[src/rtl/sram_march_bist.sv]
// March BIST sequencer for a single-port synchronous SRAM: w(P) up, r(P)w(~P) up,
// r(~P)w(P) down, r(P) down, with a one-cycle read-compare pipeline and sticky status.
module sram_march_bist #(
    parameter int A_WIDTH = 4,
    parameter int D_WIDTH = 8,
    parameter int E_WIDTH = 8
) (
    input  logic               Clk,
    input  logic               Rst,
    input  logic               Start,
    input  logic [D_WIDTH-1:0] Pattern,
    output logic [A_WIDTH-1:0] Mem_Addr,
    output logic               Mem_En,
    output logic               Mem_RW,
    output logic [D_WIDTH-1:0] Mem_Data_In,
    input  logic [D_WIDTH-1:0] Mem_Data_Out,
    output logic               Busy,
    output logic               Done,
    output logic               Fail,
    output logic [A_WIDTH-1:0] Fail_Addr,
    output logic [D_WIDTH-1:0] Fail_Data,
    output logic [E_WIDTH-1:0] Err_Count
);

    localparam logic [3:0] S_IDLE  = 4'd0;
    localparam logic [3:0] S_M0_W  = 4'd1;
    localparam logic [3:0] S_M1_R  = 4'd2;
    localparam logic [3:0] S_M1_W  = 4'd3;
    localparam logic [3:0] S_M2_R  = 4'd4;
    localparam logic [3:0] S_M2_W  = 4'd5;
    localparam logic [3:0] S_M3_R  = 4'd6;
    localparam logic [3:0] S_DRAIN = 4'd7;
    localparam logic [3:0] S_DONE  = 4'd8;

    localparam logic [A_WIDTH-1:0] ADDR_LAST = '1;
    localparam logic [A_WIDTH-1:0] ADDR_ONE  = A_WIDTH'(1);
    localparam logic [E_WIDTH-1:0] ERR_MAX   = '1;
    localparam logic [E_WIDTH-1:0] ERR_ONE   = E_WIDTH'(1);

    logic [3:0]         state;
    logic [3:0]         state_nx;
    logic [A_WIDTH-1:0] addr_nx;
    logic [D_WIDTH-1:0] pat;
    logic [D_WIDTH-1:0] pat_nx;
    logic               en_nx;
    logic               rw_nx;
    logic [D_WIDTH-1:0] wdata_nx;
    logic               busy_nx;
    logic               accept;

    logic               read_now;
    logic [D_WIDTH-1:0] read_exp;
    logic               cmp_v;
    logic [A_WIDTH-1:0] cmp_addr;
    logic [D_WIDTH-1:0] cmp_exp;
    logic               mismatch;

    assign accept = (state == S_IDLE) && Start;
    assign pat_nx = accept ? Pattern : pat;

    // Walk the march elements; terminal addresses are compared explicitly, never wrapped.
    always_comb begin
        state_nx = state;
        addr_nx  = Mem_Addr;
        case (state)
            S_IDLE: begin
                if (Start) begin
                    state_nx = S_M0_W;
                    addr_nx  = '0;
                end
            end
            S_M0_W: begin
                if (Mem_Addr == ADDR_LAST) begin
                    state_nx = S_M1_R;
                    addr_nx  = '0;
                end else begin
                    addr_nx = Mem_Addr + ADDR_ONE;
                end
            end
            S_M1_R: state_nx = S_M1_W;
            S_M1_W: begin
                if (Mem_Addr == ADDR_LAST) begin
                    state_nx = S_M2_R;
                    addr_nx  = ADDR_LAST;
                end else begin
                    state_nx = S_M1_R;
                    addr_nx  = Mem_Addr + ADDR_ONE;
                end
            end
            S_M2_R: state_nx = S_M2_W;
            S_M2_W: begin
                if (Mem_Addr == '0) begin
                    state_nx = S_M3_R;
                    addr_nx  = ADDR_LAST;
                end else begin
                    state_nx = S_M2_R;
                    addr_nx  = Mem_Addr - ADDR_ONE;
                end
            end
            S_M3_R: begin
                if (Mem_Addr == '0) begin
                    state_nx = S_DRAIN;
                    addr_nx  = '0;
                end else begin
                    addr_nx = Mem_Addr - ADDR_ONE;
                end
            end
            S_DRAIN: begin
                state_nx = S_DONE;
                addr_nx  = '0;
            end
            S_DONE: begin
                state_nx = S_IDLE;
                addr_nx  = '0;
            end
            default: begin
                state_nx = S_IDLE;
                addr_nx  = '0;
            end
        endcase
    end

    // SRAM controls are decoded from the next state so the Mem_* pins are registered.
    always_comb begin
        en_nx    = 1'b0;
        rw_nx    = 1'b0;
        wdata_nx = '0;
        case (state_nx)
            S_M0_W: begin
                en_nx    = 1'b1;
                rw_nx    = 1'b1;
                wdata_nx = pat_nx;
            end
            S_M1_W: begin
                en_nx    = 1'b1;
                rw_nx    = 1'b1;
                wdata_nx = ~pat_nx;
            end
            S_M2_W: begin
                en_nx    = 1'b1;
                rw_nx    = 1'b1;
                wdata_nx = pat_nx;
            end
            S_M1_R, S_M2_R, S_M3_R: en_nx = 1'b1;
            default: en_nx = 1'b0;
        endcase
    end

    assign busy_nx  = (state_nx != S_IDLE) && (state_nx != S_DONE);
    assign read_now = Mem_En && !Mem_RW;
    assign read_exp = (state == S_M2_R) ? ~pat : pat;
    assign mismatch = cmp_v && (Mem_Data_Out != cmp_exp);

    always_ff @(posedge Clk or negedge Rst) begin
        if (!Rst) begin
            state       <= S_IDLE;
            pat         <= '0;
            Mem_Addr    <= '0;
            Mem_En      <= 1'b0;
            Mem_RW      <= 1'b0;
            Mem_Data_In <= '0;
            Busy        <= 1'b0;
        end else begin
            state       <= state_nx;
            pat         <= pat_nx;
            Mem_Addr    <= addr_nx;
            Mem_En      <= en_nx;
            Mem_RW      <= rw_nx;
            Mem_Data_In <= wdata_nx;
            Busy        <= busy_nx;
        end
    end

    // Read data returns one cycle after issue, so the expectation travels one stage.
    always_ff @(posedge Clk or negedge Rst) begin
        if (!Rst) begin
            cmp_v    <= 1'b0;
            cmp_addr <= '0;
            cmp_exp  <= '0;
        end else begin
            cmp_v    <= read_now;
            cmp_addr <= Mem_Addr;
            cmp_exp  <= read_exp;
        end
    end

    always_ff @(posedge Clk or negedge Rst) begin
        if (!Rst) begin
            Done      <= 1'b0;
            Fail      <= 1'b0;
            Fail_Addr <= '0;
            Fail_Data <= '0;
            Err_Count <= '0;
        end else if (accept) begin
            Done      <= 1'b0;
            Fail      <= 1'b0;
            Fail_Addr <= '0;
            Fail_Data <= '0;
            Err_Count <= '0;
        end else begin
            if (state_nx == S_DONE) begin
                Done <= 1'b1;
            end
            if (mismatch) begin
                if (Err_Count != ERR_MAX) begin
                    Err_Count <= Err_Count + ERR_ONE;
                end
                if (!Fail) begin
                    Fail      <= 1'b1;
                    Fail_Addr <= cmp_addr;
                    Fail_Data <= Mem_Data_Out;
                end
            end
        end
    end

endmodule

[config.mk]
export PLATFORM = sky130hd
export DESIGN_NAME = sram_march_bist
export DESIGN_NICKNAME = d
export VERILOG_FILES = /design/src/rtl/sram_march_bist.sv
export SDC_FILE = /design/constraint.sdc
export NUM_CORES = 1
export LEC_CHECK = 0
export ABC_AREA = 1
export CAP_MARGIN = 20
export CORE_ASPECT_RATIO = 1.5
export CORE_MARGIN = 3
export CORE_UTILIZATION = 55
export DETAILED_ROUTE_END_ITERATION = 8
export GPL_TIMING_DRIVEN = 0
export PLACE_DENSITY_LB_ADDON = 0.2
export SYNTH_ARGS = -nofsm -noshare
export SYNTH_HDL_FRONTEND = slang
export SYNTH_SLANG_ARGS = --single-unit
[constraint.sdc]
create_clock -name Clk -period 4.33 [get_ports Clk]
set_input_delay 1.0825 -clock Clk [delete_from_list [all_inputs] [get_ports Clk]]
set_output_delay 1.0825 -clock Clk [all_outputs]
set_load 0.01 [all_outputs]
=== After elaboration in Yosys (flattened, before gate mapping) ===
Index checks and enable logic that the tools add are counted.

* Add/subtract/negate cells: 3
* Equal/unequal tests: 20
* Muxes and demuxes: 30
* Bitwise gates (word level): 3
* Reductions and logical operators: 18

{| class="wikitable"
|+ Operators with widths
! cell !! number
|-
| $mux 8 || 8
|-
| $mux 4 || 11
|-
| $pmux 4 s8 || 1
|-
| $eq 4x3->1 const B || 7
|-
| $pmux 4 s6 || 1
|-
| $eq 4x2->1 const B || 4
|-
| $not 8->8 || 2
|-
| $pmux 8 s2 || 1
|-
| $add 8x1->8 const B || 1
|-
| $eq 4x1->1 const B || 2
|-
| $eq 4x4->1 const B || 2
|-
| $logic_not 4->1 || 2
|-
| $ne 8x8->1 || 1
|-
| $ne 8x8->1 const B || 1
|-
| $mux 1 || 6
|-
| $reduce_and 2->1 || 3
|-
| $reduce_bool 2->1 || 3
|-
| $reduce_or 6->1 || 1
|-
| $add 4x1->4 const B || 1
|-
| $logic_and 1x1->1 || 4
|-
| $ne 4x4->1 const B || 1
|-
| $reduce_bool 4->1 || 1
|-
| $reduce_or 2->1 || 2
|-
| $sub 4x1->4 const B || 1
|-
| other kinds (7) || 7
|}

* Register bits after elaboration: 62
* Bits of input ports: 19
* Output and inout port bits: 37
* Word-level logic and storage cells: 89

=== Logic depth before layout (Yosys ltp) ===
* Depth after elaboration: 6
* Gate-level depth with buffers: 11
* Gate-level depth less buffers: 10

=== Worst setup path before layout ===
No wires, ideal clock.

* Path kind: in2reg
* Start: input Mem_Data_Out[3]
* End: register Fail_Addr[0]
* Setup time: 0.116 ns
* Data arrival time: 1.880 ns
* Path slack: 2.333 ns
* Cell stages on the path: 9
* Path buffers: 1
* Cells stage by stage: xnor2_1 -> nand2_1 -> nor2_1 -> nand2_1 -> nand3_1 -> nand2_1 -> buf_4 -> nand2_1 -> nand2_1

* Longest elaborated chain between the ends: 4

{| class="wikitable"
|+ RTL lines
! item !! line !! RTL
|-
| start, declared || 16 || <nowiki>input logic [D_WIDTH-1:0] Mem_Data_Out,</nowiki>
|-
| $ne 8x8->1 || 152 || <nowiki>assign mismatch = cmp_v && (Mem_Data_Out != cmp_exp);</nowiki>
|-
| $logic_and 1x1->1 || 152 ||
|-
| $reduce_bool 2->1 (no line) || -- ||
|-
| $reduce_and 2->1 (no line) || -- ||
|-
| end signal, assigned || 210 || <nowiki>Fail_Addr <= cmp_addr;</nowiki>
|-
| end, declared || 20 || <nowiki>output logic [A_WIDTH-1:0] Fail_Addr,</nowiki>
|}

No other way between the ends.
A chain may end at the register's enable or synchronous reset.

=== Worst setup path in the final report ===
* Start: register Mem_Addr[0]
* End: output Mem_Addr[0]

{| class="wikitable"
|+ RTL lines
! item !! line !! RTL
|-
| start, declared || 12 || <nowiki>output logic [A_WIDTH-1:0] Mem_Addr,</nowiki>
|-
| start signal, assigned || 166 || <nowiki>Mem_Addr <= addr_nx;</nowiki>
|}

No word-level cell between the ends.

==> impl_metrics.yaml <==
run_status:
  status: "completed"
die:
  pin_count: 56
  core_um2: 5200
  die_h_um: 96.2
  start_util: 0.573
  die-width_um: 66.1
  rows: 32
  die_area_um2: 6360
setup_path:
  crit_chain: "clkdlybuf4s50_1"
  worst_setup_path_end_kind: "output port"
  cpLargestDelayFamily: "buffers and inverters"
  cp_slowest_cell: "clkdlybuf4s50_1"
  crit_required_ps: 3250
  crit_fanout: 7
  max_stage_delay_ps: 580
  cp.arrival_ps: 1380
  crit_buf_inv: 1
  start_kind: "flip-flop"
  worstSetupPathType: "flip-flop to output port"
pwr:
  leakagePower_nw: 2.03
  ir_drop_mv: 0.274
  power_density_nw_per_um2: 373
clock_network:
  ctsResizeCount: 0
  htreeDepth: 3
  clock_tree.buffer_depth: 2
  clkTransAtPathRegs_ps: 70
  root_buffer: "clkbuf_8"
  clock_latency_ps: 330
  cts_sinks: 62
  cts_setup_buffers: 0
  ctsHoldBuffers: 0
  tritoncts: "yes"
  cts_made_buffers: 9
yosys:
  async_reset_ff_frac: 1.00
  yosysWarnings: 0
  synth_edf_count: 0
  ys_types: 27
  ys_top_cells_by_count: "119 x nand2_1, 62 x dfrtp_1, 47 x inv_1, 34 x nand3_1, 30 x nor2_1"
  ys_top_cells_by_area: "dfrtp_1 52%, nand2_1 15%, inv_1 5.9%"
  synth_seq_cells: 62
  yosysMostFrequentCell: "nand2_1"
  dominantRegCellSynth: "dfrtp_1"
  ys_seq_area_frac: 0.520
  syn_avg_cell_area_um2: 8.21
  synthDominantCellAreaShare: 0.520
  synth_cells: 363
  syn_area_um2: 2980
  synth_top_area_cell: "dfrtp_1"
  synthesis.nets: 385
place:
  hpwl_um: 4440
  placed_area_um2: 3630
  gp_congestion: 0.841
  preCtsSetupSlack_ps: 1670
  portBuffers: 55
layout:
  diodes: 0
  finish.instance_area_um2: 3890
  drive_above_1_share: 0.103
  area_growth_pct: 30.4
  nets: 452
routing:
  drc: 0
  wirelength_um: 6090
  viasPerCell: 4.90
  drt_iter0_markers: 147
  wl_per_cell_um: 12.1
  vias: 2466
  drtPass1Iterations: 4
  ant_nets: 0
timing:
  finalSetupViolCount: 0
  finalHoldViolCount: 0
  tightestPinTransition_ps: 624
  max_freq_mhz: 406
  finalCritPeriodShare: 0.569
  slew_violations: 0
  slew-limit-headroom: 0.584
  setup_ws_ps: 1860
  min_period_ps: 2470
  clock_skew_ps: 5.94
  rsz0062_at_grt: "false"
  fin_tns_setup_ps: 0
flow_run:
  cap_violations: 0
grt:
  grt_first_pass_wirelength_um: 10100
  grt_pass1_vias: 2318
  grtUsageTotal: 0.211
  antenna_found_initial: 0
  gr-total-overflow: 0
  grt_max_degree: 37
hold_path:
  hold_class: "flip-flop to flip-flop"
[cell type report]
| type | count | area [um^2] |
|---|---|---|
| Inverter | 48 | 180 |
| Clock buffer | 11 | 151 |
| Clock inverter | 5 | 105 |
| Buffer | 9 | 62.6 |
| Fill cell | 397 | 1320 |
| Multi-Input combinational cell | 244 | 1190 |
| Timing Repair Buffer | 56 | 566 |
| Tap cell | 68 | 85.1 |
| Sequential cell | 62 | 1550 |
[per-layer routing]
metal / vias up / wire length [um] / GRT usage
met5: - / 0 / 0
met3: 12 / 327 / 0.0561
met4: 0 / 98 / 0.108
met2: 64 / 3160 / 0.356
li1: 1251 / - / -
met1: 1139 / 2500 / 0.242
[cells in the final DEF, fill, tap and decap left out, drive strengths merged]
master	instances
nor3	3
clkinvlp	2
nand3	36
or2	1
ha	3
dfrtp	62
xor2	8
bufinv	3
o21ai	6
clkdlybuf4s50	54
buf	11
xnor2	13
nand4	2
a21oi	11
nand2	127
inv	48
clkbuf	11
a31oi	1
nor2	33
[stage by stage]
| step | util | power, mW | hold slack [ps] | instances |
|---|---|---|---|---|
| CTS | 0.747 | 1.46 | 409 | 503 |
| finish | 0.747 | 1.45 | 408 | 503 |
| global route | 0.747 | 1.51 | 423 | 503 |
| floorplan | - | 0.726 | 430 | 363 |
| detailed placement | 0.698 | 0.823 | 389 | 487 |
| global placement | 0.695 | 0.814 | 385 | 486 |
[kinds of logic (layout without fill, tap and decap cells)]
group           after synthesis  in the layout  share of synthesized area
compound gates               18             18                     0.0332
simple gates                202            202                      0.291
flops                        62             62                      0.520
buf+inv                      57            129                     0.0814
xor+xnor                     21             21                     0.0617
fa+ha+maj                     3              3                     0.0126
[power breakdown]
part	total [mW]	internal, mW	switching, mW
clock	0.638	0.414	0.224
sequential	0.635	0.604	0.0312
combinational	0.176	0.0945	0.0818
[state kept, by name, indices dropped and copies added, names as in the netlist, 4 cells and up]
name and cells:
Fail_Data 8, Mem_Data_In 8, cmp_addr 4, state 4, Fail_Addr 4, pat 8, cmp_exp 8, Mem_Addr 4
Err_Count 8
[worst paths after layout]
| check | start | endpoint | slack [ps] | depth (start not counted) |
|---|---|---|---|---|
| worst max-delay path | Mem_Addr[0] | Mem_Addr[0] | 1860 | 1 |
| worst min register to register | Mem_Addr[2] | cmp_addr[2] | 410 | 0 |
| max in group asynchronous | Rst | cmp_v | 2980 | 2 |
| worst max register to register | Err_Count[0] | Err_Count[7] | 2610 | 8 |
| min in group asynchronous | Rst | Fail_Addr[2] | 760 | 1 |
| worst min-delay path | Mem_Addr[2] | cmp_addr[2] | 410 | 0 |
No activity file was read; power rests on OpenSTA's default activity.
